$ cat config.mk
export PLATFORM = sky130hd
export DESIGN_NAME = emitator_serial_param
export DESIGN_NICKNAME = d
export VERILOG_FILES = /design/src/rtl/emitator_serial_param.sv
export SDC_FILE = /design/constraint.sdc
export NUM_CORES = 1
export LEC_CHECK = 0
export BUFFER_PORTS_ARGS = -buffer_cell sky130_fd_sc_hd__buf_2
export CAP_MARGIN = 30
export CORE_AREA = 2 2 87 47
export DETAILED_ROUTE_END_ITERATION = 8
export DIE_AREA = 0 0 89 49
export PLACE_DENSITY = 0.81
export SYNTH_ARGS = -nofsm -noshare
export SYNTH_HDL_FRONTEND = slang
export SYNTH_SLANG_ARGS = --single-unit
$ cat constraint.sdc
create_clock -name Ceas -period 1.9 [get_ports Ceas]
set_clock_uncertainty 0.15 [all_clocks]
set_input_delay 0.285 -clock Ceas [delete_from_list [all_inputs] [get_ports Ceas]]
set_output_delay 0.285 -clock Ceas [all_outputs]
set_load 0.02 [all_outputs]
$ cat src/rtl/emitator_serial_param.sv
// Parametrised serial transmitter: start bit, LATIME data bits LSB-first, optional parity, NR_STOP stop bits.
// A one-word holding register lets a second word queue behind the frame in flight so frames chain with no gap.
module emitator_serial_param #(
  parameter int LATIME  = 8,
  parameter int NR_STOP = 1,
  parameter int DIV     = 1
) (
  input  logic              Ceas,
  input  logic              Reset,
  input  logic              Start,
  input  logic [LATIME-1:0] Date,
  input  logic [1:0]        Mod_paritate,
  output logic              Date_seriale,
  output logic              Pregatit,
  output logic              Ocupat,
  output logic              Gata_operatie,
  output logic              Depasire
);

  localparam int DIV_W = (DIV > 1) ? $clog2(DIV) : 1;
  localparam int CNT_W = $clog2(LATIME + 1);

  typedef enum logic [2:0] {REPAUS, START, DATE, PARITATE, STOP} state_t;

  state_t            state, state_nx;
  logic [DIV_W-1:0]  div_cnt, div_cnt_nx;
  logic [CNT_W-1:0]  bit_cnt, bit_cnt_nx;
  logic [LATIME-1:0] shreg, shreg_nx, hold_data, hold_data_nx;
  logic [1:0]        hold_mode, hold_mode_nx;
  logic              par_bit, par_bit_nx, par_en, par_en_nx;
  logic              hold_full, hold_full_nx, done, done_nx, ovr, ovr_nx;
  logic              bit_last, frame_end, accept, load_new, load_hold, store_new;

  function automatic logic parity_of(input logic [LATIME-1:0] d, input logic [1:0] m);
    case (m)
      2'b01:   return ^d;
      2'b10:   return ~^d;
      default: return 1'b1;
    endcase
  endfunction

  always_ff @(posedge Ceas or posedge Reset) begin
    if (Reset) begin
      state     <= REPAUS;
      div_cnt   <= '0;
      bit_cnt   <= '0;
      shreg     <= '0;
      hold_data <= '0;
      hold_mode <= '0;
      par_bit   <= 1'b0;
      par_en    <= 1'b0;
      hold_full <= 1'b0;
      done      <= 1'b0;
      ovr       <= 1'b0;
    end else begin
      state     <= state_nx;
      div_cnt   <= div_cnt_nx;
      bit_cnt   <= bit_cnt_nx;
      shreg     <= shreg_nx;
      hold_data <= hold_data_nx;
      hold_mode <= hold_mode_nx;
      par_bit   <= par_bit_nx;
      par_en    <= par_en_nx;
      hold_full <= hold_full_nx;
      done      <= done_nx;
      ovr       <= ovr_nx;
    end
  end

  // A word arriving on the completion edge is taken even with the holding register full,
  // because the held word leaves for the shifter on that same edge.
  always_comb begin
    bit_last  = (div_cnt == DIV_W'(DIV - 1));
    frame_end = (state == STOP) && bit_last && (bit_cnt == CNT_W'(NR_STOP - 1));
    accept    = Start && (!hold_full || frame_end);
    load_hold = frame_end && hold_full;
    load_new  = accept && ((state == REPAUS) || (frame_end && !hold_full));
    store_new = accept && !load_new;
  end

  always_comb begin
    state_nx     = state;
    div_cnt_nx   = bit_last ? '0 : div_cnt + DIV_W'(1);
    bit_cnt_nx   = bit_cnt;
    shreg_nx     = shreg;
    hold_data_nx = hold_data;
    hold_mode_nx = hold_mode;
    par_bit_nx   = par_bit;
    par_en_nx    = par_en;
    hold_full_nx = hold_full;
    done_nx      = 1'b0;
    ovr_nx       = Start && !accept;

    case (state)
      REPAUS: begin
        div_cnt_nx = '0;
        if (load_new) state_nx = START;
      end
      START: begin
        if (bit_last) begin
          state_nx   = DATE;
          bit_cnt_nx = '0;
        end
      end
      DATE: begin
        if (bit_last) begin
          shreg_nx = shreg >> 1;
          if (bit_cnt == CNT_W'(LATIME - 1)) begin
            bit_cnt_nx = '0;
            state_nx   = par_en ? PARITATE : STOP;
          end else begin
            bit_cnt_nx = bit_cnt + CNT_W'(1);
          end
        end
      end
      PARITATE: begin
        if (bit_last) begin
          state_nx   = STOP;
          bit_cnt_nx = '0;
        end
      end
      STOP: begin
        if (bit_last) begin
          if (frame_end) begin
            done_nx  = 1'b1;
            state_nx = (load_hold || load_new) ? START : REPAUS;
          end else begin
            bit_cnt_nx = bit_cnt + CNT_W'(1);
          end
        end
      end
      default: state_nx = REPAUS;
    endcase

    if (load_new) begin
      shreg_nx   = Date;
      par_bit_nx = parity_of(Date, Mod_paritate);
      par_en_nx  = (Mod_paritate != 2'b00);
    end
    if (load_hold) begin
      shreg_nx     = hold_data;
      par_bit_nx   = parity_of(hold_data, hold_mode);
      par_en_nx    = (hold_mode != 2'b00);
      hold_full_nx = 1'b0;
    end
    if (store_new) begin
      hold_data_nx = Date;
      hold_mode_nx = Mod_paritate;
      hold_full_nx = 1'b1;
    end
  end

  always_comb begin
    case (state)
      START:    Date_seriale = 1'b0;
      DATE:     Date_seriale = shreg[0];
      PARITATE: Date_seriale = par_bit;
      default:  Date_seriale = 1'b1;
    endcase
  end

  assign Pregatit      = !hold_full;
  assign Ocupat        = (state != REPAUS);
  assign Gata_operatie = done;
  assign Depasire      = ovr;

endmodule

# Word-level counts from Yosys, hierarchy flattened
# Index checks and enable logic that the tools add are counted.
# W data, S select, Z words.
totals:
  word_cells: 98
  regBits: 31
  in_bits: 13
  output_inout_bits: 5
classes:
  add_sub_neg: 2
  bitwise_logic: 1
  mux: 34
  eq_ne: 19
  n_reduce_logical: 31
ops:
  columns: ["operator", "n"]
  rows:
  - ["$mux W8", 4]
  - ["$mux W3", 8]
  - ["$mux W4", 5]
  - ["$ne A2 B2 Y1 const B", 9]
  - ["$reduce_xnor A8 Y1", 2]
  - ["$reduce_xor A8 Y1", 2]
  - ["$pmux W3 S5", 1]
  - ["$mux W1", 12]
  - ["$pmux W4 S3", 1]
  - ["$reduce_bool A3 Y1", 3]
  - ["$logic_and A1 B1 Y1", 8]
  - ["$reduce_bool A2 Y1", 4]
  - ["$reduce_and A7 Y1", 1]
  - ["$eq A3 B2 Y1 const B", 2]
  - ["$reduce_and A5 Y1", 1]
  - ["$add A4 B1 Y4 const B", 1]
  - ["$eq A2 B1 Y1 const B", 2]
  - ["$eq A2 B2 Y1 const B", 2]
  - ["$eq A4 B3 Y1 const B", 1]
  - ["$logic_not A4 Y1", 1]
  - ["$pmux W1 S2", 2]
  - ["$eq A3 B1 Y1 const B", 1]
  - ["$eq A3 B3 Y1 const B", 1]
  - ["$logic_not A1 Y1", 3]
  - ["other kinds (8)", 10]

# Depth between registers and ports, before layout
depth:
  ltp_word: 11
  ltp_mapped: 9
  mapped_depth_nobuf: 8

# Worst setup path after synthesis
# OpenSTA, ideal clock, no wires.
synth_timing:
  kind: "register -> register"
  startpoint: "register bit_cnt[0]"
  endpoint: "register shreg[7]"
  n_path_buf: 1
  setup_ps: 127
  path_slack_ps: -197
  path_stages_with_launch: 9
  synth_period_minus_slack_ps: 2097
  required_ps: 1623
  arrival_time_ps: 1820
  cell_sequence: "dfrtp_1 inv_1 ha_1 or3b_4 o21ai_1 or3b_1 buf_2 a222oi_1 inv_1"
synth_via:
  elab_chain_len: 7
  word_cells_on_any_way: 13
  cone_classes: "eq/ne: 1; mux: 2; reduce/logical: 10"
synth_rtl:
  columns: ["element", "line", "source"]
  rows:
  - ["start, declared", "27", "logic [CNT_W-1:0] bit_cnt, bit_cnt_nx;"]
  - ["start signal, assigned", "58", "bit_cnt <= bit_cnt_nx;"]
  - ["$logic_not A4 Y1 (*)", "74", "frame_end = (state == STOP) && bit_last && (bit_cnt == CNT_W'(NR_STOP - 1));"]
  - ["$logic_and A1 B1 Y1 (*)", "74", null]
  - ["$logic_or A1 B1 Y1 / $logic_and A1 B1 Y1 (equally long branches)", "75, 77", null]
  - ["$logic_and A1 B1 Y1 / $logic_or A1 B1 Y1 (equally long branches)", "75, 77", null]
  - ["$logic_and A1 B1 Y1", "77", "load_new = accept && ((state == REPAUS) || (frame_end && !hold_full));"]
  - ["$ne A3 B1 Y1 (no line), or another cell as far along", null, null]
  - ["$reduce_and A2 Y1 (no line) / $mux W8 (equally long branches)", null, null]
  - ["end signal, assigned", "59", "shreg <= shreg_nx;"]
  - ["end, declared", "28", "logic [LATIME-1:0] shreg, shreg_nx, hold_data, hold_data_nx;"]
# Every way passes the cells marked *; elsewhere a longest branch is shown, timed or not.
# A chain may end at the register's enable or synchronous reset.

# Final worst setup path
layout_timing:
  startpoint: "register bit_cnt[0]"
  endpoint: "register shreg[1]"
# The elaborated chain is that of the path after synthesis.

==> impl_metrics.yaml <==
die:
  rows: 16
  die_width_um: 89
  die-area_um2: 4361
  initial_core_util: 0.4718
  io-pin-count: 18
  core_um2: 3684
  die_height_um: 49
critical_path:
  r2r_start: "bit_cnt[0]"
  worst-setup-path-type: "flip-flop to flip-flop"
  cp-start-kind: "flip-flop"
  crit_fanout: 10
  worstSetupEndpointType: "flip-flop"
  cp.buffers_inverters: 2
  slowest_stage: "or3b_4"
  cp.arrival_ns: 2.19
  crit_family: "simple AND/OR/NAND/NOR gates"
  path_cells: "inv_1 -> ha_1 -> or3b_4 -> o21ai_2 -> or3b_4 -> buf_4 -> o31ai_1"
  r2r_cells: 7
  critical-path-max-stage-delay_ns: 0.40
  reg2reg_to: "shreg[1]"
  crit_required_ns: 1.94
  r2r_slack_ns: -0.24
  cpMostUsedCell: "or3b_4"
  cp.depth: 7
clock_tree:
  clockBufferDepth: 2
  htree_levels: 2
  cts_made_buffers: 5
  cts-root-buf: "clkbuf_8"
  cts_tree: "built"
  clk_pin_slew_ns: 0.07
  clock_latency_ns: 0.29
  clock-sinks: 30
finish:
  fin_nets: 239
  antenna_cells: 0
  final_layout_size_suffix_gt1_frac: 0.4201
  area_delta_synth_final_pct: 37.65
  fin_area_um2: 2392
  fin_util: 0.6495
global_routing:
  grt_pass1_vias: 1372
  grt_pass1_wl_mm: 7.238
  grt_max_degree: 31
  antenna_found_initial: 0
  grt_overflow_total: 0
  grt_usage: 0.2234
drt:
  antenna_left: 0
  first_pass_iters: 4
  routedWlPerCell_um: 16.47
  wirelength_mm: 4.496
  drc: 0
  drt_iter0_drc: 93
  viasPerCell: 5.278
  num_vias: 1441
synth:
  synth_cells: 170
  synth.top_cell.area_share: 0.4320
  ys.flop_type: "dfrtp_1"
  synth_area_leaders: "dfrtp_1, xnor2_1, ha_1"
  ys_warn_count: 0
  ys_seq_elements: 30
  synth_edf_count: 0
  syn_area_per_cell_um2: 10.22
  netlist_area_um2: 1738
  synth_top_area_cell: "dfrtp_1"
  synth_cell_types: 45
  synth_nets: 191
  async_flop_share: 1.000
  ys_seq_area_frac: 0.4320
outcome:
  violations: "setup timing"
  status: "finished, violations left"
timing:
  timing.hold.ws_ns: 0.1214
  setup_viol: 21
  rsz0062_at_grt: "true"
  max_freq_mhz: 466.2
  relSlewSlack: 0.7366
  finalMaxSlewViolations: 0
  period_minus_slack_ns: 2.145
  post-route-period-util: 1.129
  hold_viol_final: 0
  worst_slew_pin_slew_ns: 0.3951
  setup_ws_ns: -0.2450
place:
  pre_cts_slack_ns: -0.2814
  place_area_um2: 2090
  place.detailed.hpwl_mm: 3.022
  gp_congestion: 0.8437
  placement.io_buffers: 17
power_and_ir_drop:
  power_mw: 1.543
  vdd_drop_max_mv: 0.6082
  p_leak_nw: 1.154
  powerDensity_nw_per_um2: 645.0
hold_path:
  hold_end: "hold_data[1]"
  hold_path.startpoint: "Date[1]"
  min_path_type: "input port to flip-flop"
  whs_path_depth: 2
flow_run:
  drv_cap: 0
logic make-up (layout without fill, tap and decap cells):
family | count (synthesis) | count (layout) | synth area share
buffers and inverters | 21 | 70 | 0.05399
AO/OA/AOI/OAI | 37 | 37 | 0.1605
AND/OR/NAND/NOR | 46 | 46 | 0.1390
multiplexers | 13 | 13 | 0.08135
flip-flops | 30 | 30 | 0.4320
XOR/XNOR | 15 | 15 | 0.07560
adder cells (fa/ha/maj) | 8 | 8 | 0.05760
worst max-delay path by stage:
| stage | start | to | slack [ns] |
|---|---|---|---|
| 3_3_place_gp | bit_cnt[0] | shreg[7] | -0.20 |
| 3_5_place_dp | bit_cnt[0] | shreg[7] | -0.28 |
| 6_report | bit_cnt[0] | shreg[1] | -0.24 |
| 5_1_grt | bit_cnt[0] | shreg[7] | -0.34 |
| 2_1_floorplan | bit_cnt[0] | shreg[7] | -0.17 |
| 4_1_cts | bit_cnt[0] | shreg[7] | -0.27 |
stage by stage:
step / cells / setup TNS [ns]
after global placement: 260 / -1.632
after global routing: 273 / -5.456
after CTS: 273 / -2.569
after floorplan: 170 / -1.699
final: 273 / -3.015
after detailed placement: 260 / -2.451
worst reg2reg max path, cell delays in order (launching register included):
cell and delay (ns):
dfrtp_1 0.37, inv_1 0.06, ha_1 0.15, or3b_4 0.38, o21ai_2 0.12, or3b_4 0.40, buf_4 0.19, o31ai_1 0.24
flip-flops by register name (all words and copies together) (netlist names):
name           flops
Depasire           1
Gata_operatie      1
bit_cnt            4
hold_data          8
hold_full          1
hold_mode          2
par_bit            1
par_en             1
shreg              8
state              3
what timing repair did:
action | CTS | global route
resized for setup | 15 | 13
endpoints found under the hold margin | 30 | 0
gates cloned | 0 | 0
buffers inserted | 4 | 0
hold buffers | 1 | 0
pin swaps | 4 | 1
setup endpoints to repair | 23 | 27
placed cells by master, fill, tap and decap left out, drive strengths merged, types with 2 or more instances in the layout:
master	count
o21a	2
buf	46
o31ai	5
a222oi	3
xnor2	15
nand3	3
a22o	3
clkbuf	6
o22ai	5
or2	2
nor2	11
nand2b	6
nand2	14
o21ai	7
a21oi	5
dfrtp	30
bufinv	2
or3b	2
mux2i	4
inv	15
ha	8
mux2	9
Yosys cell counts, drive strengths merged, types with 4 or more instances:
| master | count |
|---|---|
| mux2i | 4 |
| inv | 15 |
| nand2b | 6 |
| o22ai | 5 |
| mux2 | 9 |
| nor2 | 11 |
| a21oi | 5 |
| o21ai | 7 |
| buf | 5 |
| dfrtp | 30 |
| o31ai | 5 |
| xnor2 | 15 |
| nand2 | 14 |
| ha | 8 |
routing by layer:
layer  global-route usage  vias to the layer above  wire length [µm]
met5                    0                        -                 0
met4              0.04478                        0                10
met3              0.06768                        2               291
met2               0.2935                       47              1945
met1               0.3569                      700              2249
li1                     -                      692                 -
area by class of cell:
type | count | area, µm²
Clock buffer | 6 | 82.58
Fill cell | 288 | 1291
Inverter | 15 | 56.30
Multi-Input combinational cell | 119 | 1021
Timing Repair Buffer | 47 | 354.1
Tap cell | 54 | 67.56
Sequential cell | 30 | 750.7
Clock inverter | 2 | 60.06
report_power, final:
group | leakage (nW) | internal, mW | switching [mW]
registers | 0.396 | 0.640 | 0.000239
logic | 0.687 | 0.0406 | 0.0521
clock network | 0.0714 | 0.559 | 0.251
(Power assumes the default switching activity.)
